### src/rtl/victim_cache_ctrl.sv
// Victim-cache sequencing controller: turns lookup/insert requests into tag-store
// strobe sequences, selects victim ways and issues write-backs for dirty evictions.
module victim_cache_ctrl #(
    parameter int TAG_WIDTH = 4,
    parameter int NUM_WAYS  = 4,
    localparam int WAY_W    = $clog2(NUM_WAYS)
) (
    input  logic                 i_clk,
    input  logic                 i_rst_n,
    input  logic                 i_req_valid,
    output logic                 o_req_ready,
    input  logic                 i_req_op,
    input  logic [TAG_WIDTH-1:0] i_req_tag,
    input  logic                 i_req_dirty,
    output logic                 o_resp_valid,
    output logic                 o_resp_hit,
    output logic [WAY_W-1:0]     o_resp_way,
    output logic                 o_resp_dirty,
    output logic                 o_resp_wb,
    output logic                 o_wb_valid,
    input  logic                 i_wb_ready,
    output logic [TAG_WIDTH-1:0] o_wb_tag,
    output logic                 o_ts_write_en,
    output logic                 o_ts_read_en,
    output logic                 o_ts_lookup_en,
    output logic                 o_ts_valid_clear,
    output logic                 o_ts_dirty_set,
    output logic                 o_ts_dirty_clear,
    output logic [TAG_WIDTH-1:0] o_ts_tag,
    output logic [WAY_W-1:0]     o_ts_way,
    input  logic                 i_ts_hit,
    input  logic [WAY_W-1:0]     i_ts_hit_way,
    input  logic                 i_ts_valid_rd,
    input  logic                 i_ts_dirty_rd,
    input  logic [TAG_WIDTH-1:0] i_ts_tag_rd
);

    typedef enum logic [3:0] {
        IDLE,
        LK_ISSUE,
        LK_EVAL,
        HIT_READ,
        HIT_EVAL,
        HIT_INV,
        INS_READ,
        INS_EVAL,
        WB,
        INS_WRITE,
        INS_DIRTY,
        RESP
    } state_t;

    state_t                 r_state;
    logic [TAG_WIDTH-1:0]   r_tag;
    logic                   r_op;
    logic                   r_reqDirty;
    logic [WAY_W-1:0]       r_way;
    logic                   r_hit;
    logic                   r_hitDirty;
    logic                   r_wb;
    logic [TAG_WIDTH-1:0]   r_wbTag;
    logic [NUM_WAYS-1:0]    r_validMask;
    logic [WAY_W-1:0]       r_rrPtr;

    logic                   w_freeFound;
    logic [WAY_W-1:0]       w_freeWay;
    logic [WAY_W-1:0]       w_victim;

    // Descending scan so the lowest-index free way wins.
    always_comb begin
        w_freeFound = 1'b0;
        w_freeWay   = '0;
        for (int i = NUM_WAYS - 1; i >= 0; i--) begin
            if (!r_validMask[i]) begin
                w_freeFound = 1'b1;
                w_freeWay   = WAY_W'(i);
            end
        end
    end

    assign w_victim = w_freeFound ? w_freeWay : r_rrPtr;

    always_ff @(posedge i_clk or negedge i_rst_n) begin
        if (!i_rst_n) begin
            r_state     <= IDLE;
            r_tag       <= '0;
            r_op        <= 1'b0;
            r_reqDirty  <= 1'b0;
            r_way       <= '0;
            r_hit       <= 1'b0;
            r_hitDirty  <= 1'b0;
            r_wb        <= 1'b0;
            r_wbTag     <= '0;
            r_validMask <= '0;
            r_rrPtr     <= '0;
        end else begin
            case (r_state)
                IDLE: begin
                    if (i_req_valid) begin
                        r_tag      <= i_req_tag;
                        r_op       <= i_req_op;
                        r_reqDirty <= i_req_dirty;
                        r_hit      <= 1'b0;
                        r_hitDirty <= 1'b0;
                        r_wb       <= 1'b0;
                        if (i_req_op) begin
                            r_way <= w_victim;
                            if (!w_freeFound) begin
                                r_rrPtr <= r_rrPtr + 1'b1;
                            end
                            r_state <= INS_READ;
                        end else begin
                            r_state <= LK_ISSUE;
                        end
                    end
                end
                LK_ISSUE: r_state <= LK_EVAL;
                LK_EVAL: begin
                    r_hit <= i_ts_hit;
                    if (i_ts_hit) begin
                        r_way   <= i_ts_hit_way;
                        r_state <= HIT_READ;
                    end else begin
                        r_state <= RESP;
                    end
                end
                HIT_READ: r_state <= HIT_EVAL;
                HIT_EVAL: begin
                    r_hitDirty <= i_ts_dirty_rd;
                    r_state    <= HIT_INV;
                end
                // The hit line migrates back to L1, so its way becomes free.
                HIT_INV: begin
                    r_validMask[r_way] <= 1'b0;
                    r_state            <= RESP;
                end
                INS_READ: r_state <= INS_EVAL;
                INS_EVAL: begin
                    if (i_ts_valid_rd && i_ts_dirty_rd) begin
                        r_wbTag <= i_ts_tag_rd;
                        r_wb    <= 1'b1;
                        r_state <= WB;
                    end else begin
                        r_state <= INS_WRITE;
                    end
                end
                WB: begin
                    if (i_wb_ready) begin
                        r_state <= INS_WRITE;
                    end
                end
                INS_WRITE: begin
                    r_validMask[r_way] <= 1'b1;
                    r_state            <= INS_DIRTY;
                end
                INS_DIRTY: r_state <= RESP;
                RESP:      r_state <= IDLE;
                default:   r_state <= IDLE;
            endcase
        end
    end

    assign o_req_ready      = (r_state == IDLE);
    assign o_resp_valid     = (r_state == RESP);
    assign o_resp_hit       = o_resp_valid && !r_op && r_hit;
    assign o_resp_way       = o_resp_valid ? r_way : '0;
    assign o_resp_dirty     = o_resp_valid && r_hitDirty;
    assign o_resp_wb        = o_resp_valid && r_wb;
    assign o_wb_valid       = (r_state == WB);
    assign o_wb_tag         = r_wbTag;
    assign o_ts_lookup_en   = (r_state == LK_ISSUE);
    assign o_ts_read_en     = (r_state == HIT_READ) || (r_state == INS_READ);
    assign o_ts_valid_clear = (r_state == HIT_INV);
    assign o_ts_write_en    = (r_state == INS_WRITE);
    assign o_ts_dirty_set   = (r_state == INS_DIRTY) && r_reqDirty;
    assign o_ts_dirty_clear = (r_state == INS_DIRTY) && !r_reqDirty;
    assign o_ts_tag         = r_tag;
    assign o_ts_way         = r_way;

endmodule

### config.mk
export PLATFORM = sky130hd
export DESIGN_NAME = victim_cache_ctrl
export DESIGN_NICKNAME = d
export VERILOG_FILES = /design/src/rtl/victim_cache_ctrl.sv
export SDC_FILE = /design/constraint.sdc
export NUM_CORES = 1
export LEC_CHECK = 0
export CELL_PAD_IN_SITES_DETAIL_PLACEMENT = 1
export CELL_PAD_IN_SITES_GLOBAL_PLACEMENT = 2
export CORE_MARGIN = 5
export CORE_UTILIZATION = 29
export DETAILED_ROUTE_END_ITERATION = 7
export PLACE_DENSITY = 0.81
export SYNTH_ARGS = -nofsm -noshare
export SYNTH_HDL_FRONTEND = slang
export SYNTH_SLANG_ARGS = --single-unit
### constraint.sdc
create_clock -name i_clk -period 3.07 [get_ports i_clk]
set_input_delay 0.307 -clock i_clk [delete_from_list [all_inputs] [get_ports i_clk]]
set_output_delay 0.307 -clock i_clk [all_outputs]
set_load 0.02 [all_outputs]
==> flow_summary.toml <==
[route]
ant_nets = 0
drt-vias-per-instance = 5.32
first_iter_violations = 89
wl_um = 4050
post_drt_wl_per_cell_um = 17.5
vias = 1228
drtPass1Iterations = 4
drc = 0

[power]
p_switching_uw = 767
power_density_nw_per_um2 = 923
ir_drop_mv = 0.421
seq_power_share_pct = 39.3
pwr-share-clk_pct = 12.4
p_comb_share_pct = 48.3
p_leak_uw = 0.000762
power_uw = 1710
p_int_uw = 941
netSwitchingFraction_pct = 44.9

[placement]
dp_hpwl_um = 2990
routabilityCongestion = 0.765
io_buffers = 42
dp_slack_ns = 0.694

[clocking]
clk_pin_slew_ns = 0.10
ctsHoldBuffers = 0
root_buffer = "clkbuf_8"
cts_setup_buffers = 0
clk_path_buf_depth = 2
h-tree-depth = 1
clock-sinks = 25
cts_tree = "yes"
cts_inserted_buffers = 3
cts.repair.resized = 0
clock_latency_ns = 0.28

[synth]
yosys_warnings = 0
ys_ff_latch = 25
synth-edff-count = 0
yosys.area.top_type = "dfrtp_1"
synth_top_area_share_pct = 46.8
synth_most_common_cell = "dfrtp_1"
ys_top_cells_by_count = "25 x dfrtp_1, 12 x nand2_1, 10 x a21oi_1"
synth_area_sq_um = 1340
ys_seq_area_share_pct = 46.8
syn-num-nets = 158
async_flop_share_pct = 100
syn_area_per_cell_sq_um = 9.62
synth_cell_types = 40
synth_area_leaders = "dfrtp_1 47%, mux2_1 4.2%, a21oi_1 3.7%"
synth_ff_type = "dfrtp_1"
synthCells = 139

[grt]
use_met3_pct = 3.70
antenna_found_initial = 0
grt.busiest_layer = "met2"
grt_pass1_wl_um = 6720
grt_max_degree = 26
grt_util_met1_pct = 18.1
grt-ovfl-total = 0
grt_usage_pct = 13.6
grt_pass1_vias = 1324
grtUsageMet2_pct = 22.1

[timing]
hold_viol = 0
fin_ws_ns = 0.385
period_needed_ns = 2.68
fmax_ghz = 0.372
period_share_pct = 87.5
rsz0062_at_grt = "no"
fin_skew_ns = 0.00982
setup_viol = 0
slew_violations = 0
tightest_slew_ns = 0.720
tns_ns = 0
relSlewSlack_pct = 52.0

[run_status]
status = "complete, no violations"

[finish]
finalNetCount = 199
drive_above_1_share_pct = 8.38
final_util_pct = 42.0
area_growth_pct = 38.4
n_antenna_cell = 0

[worst_setup_path]
worstSetupPathType = "flop to output port"
cp_data_arrival_time_ns = 2.38
required_ns = 2.76
startpoint_type = "flop"
crit_fanout = 25
crit_path_end_kind = "output port"

[floorplan]
pin_count = 43
fp.dieW_um = 77.9
die-area_sq_um = 6070
initial_utilization_pct = 30.3
core_sq_um = 4410
die_h_um = 77.9
rows = 24

[worst_hold_path]
hp-class = "input port to asynchronous set/reset pin"

[run]
maxCapViolCount = 0
[metal layers]
layer | share of wire [%] | routed length [um]
met5 | 0 | 0
met4 | 0.81 | 33
met3 | 6.3 | 256
met2 | 49 | 1990
met1 | 44 | 1770
[cells in the final DEF, fill, tap and decap left out, types with 2 or more instances in the layout]
cell and n:
a31oi_1 3, dfrtp_1 25, mux2_1 5, o21ai_0 8
nand3_1 3, nand2b_1 4, xnor2_1 2, clkbuf_8 3
o41ai_1 2, o31ai_1 2, and3_1 3, nor2b_1 4
clkdlybuf4s50_1 42, mux2_2 4, a21oi_1 10, inv_1 6
nand2_1 12, nor3_1 9, nor2_1 9, a41oi_1 2
[cell type report]
cell class / instances / area, sq um
multi-input cells: 100 / 658
clock inverters: 1 / 7.51
well taps: 52 / 65.1
fillers: 486 / 2560
inverters: 7 / 26.3
flip-flops and latches: 25 / 626
repair buffers: 43 / 428
clock buffers: 3 / 41.3
[worst max-delay path, cell delays in order (launching register included)]
cell and delay (ns):
dfrtp_1 0.82, nand2b_1 0.29, nor2_1 0.20, and3b_1 0.18, clkdlybuf4s50_1 0.61
[power by group through the flow]
stage | clock network, uW | logic [uW] | registers, uW
after global routing | 228 | 903 | 696
after floorplan | 0 | 519 | 619
after CTS | 212 | 837 | 669
final | 212 | 826 | 671
after detailed placement | 0 | 828 | 675
after global placement | 0 | 815 | 662
[final timing paths]
path | to | cells after the start | slack, ns | startpoint
setup reg to reg | o_wb_tag[0] | 3 | 1.05 | r_state[2]
setup / recovery | o_resp_hit | 4 | 0.39 | r_state[3]
max in group asynchronous | o_wb_tag[3] | 2 | 2.42 | i_rst_n
hold reg to reg | r_rrPtr[1] | 1 | 0.49 | r_rrPtr[1]
min in group i_clk | r_rrPtr[1] | 1 | 0.49 | r_rrPtr[1]
hold / removal | o_ts_way[0] | 2 | 0.39 | i_rst_n
[logic make-up (layout without fill, tap and decap cells)]
kind of cell,Yosys count,after routing,synth area share [%]
and+or+nand+nor,53,53,22.2
buffers and inverters,14,54,4.02
DFF,25,25,46.8
xor gates and xnor gates,3,3,1.96
muxes,9,9,7.58
AOI/OAI and AO/OA,35,35,17.5
[metrics by stage]
stage | cells | cell area, sq um | hold WS (ns)
5_1_grt | 231 | 1850 | 0.438
2_1_floorplan | 139 | 1340 | 0.0114
6_report | 231 | 1850 | 0.394
4_1_cts | 231 | 1850 | 0.415
3_5_place_dp | 227 | 1800 | 0.484
3_3_place_gp | 227 | 1800 | 0.454
Power figures use the tool's default switching activity.
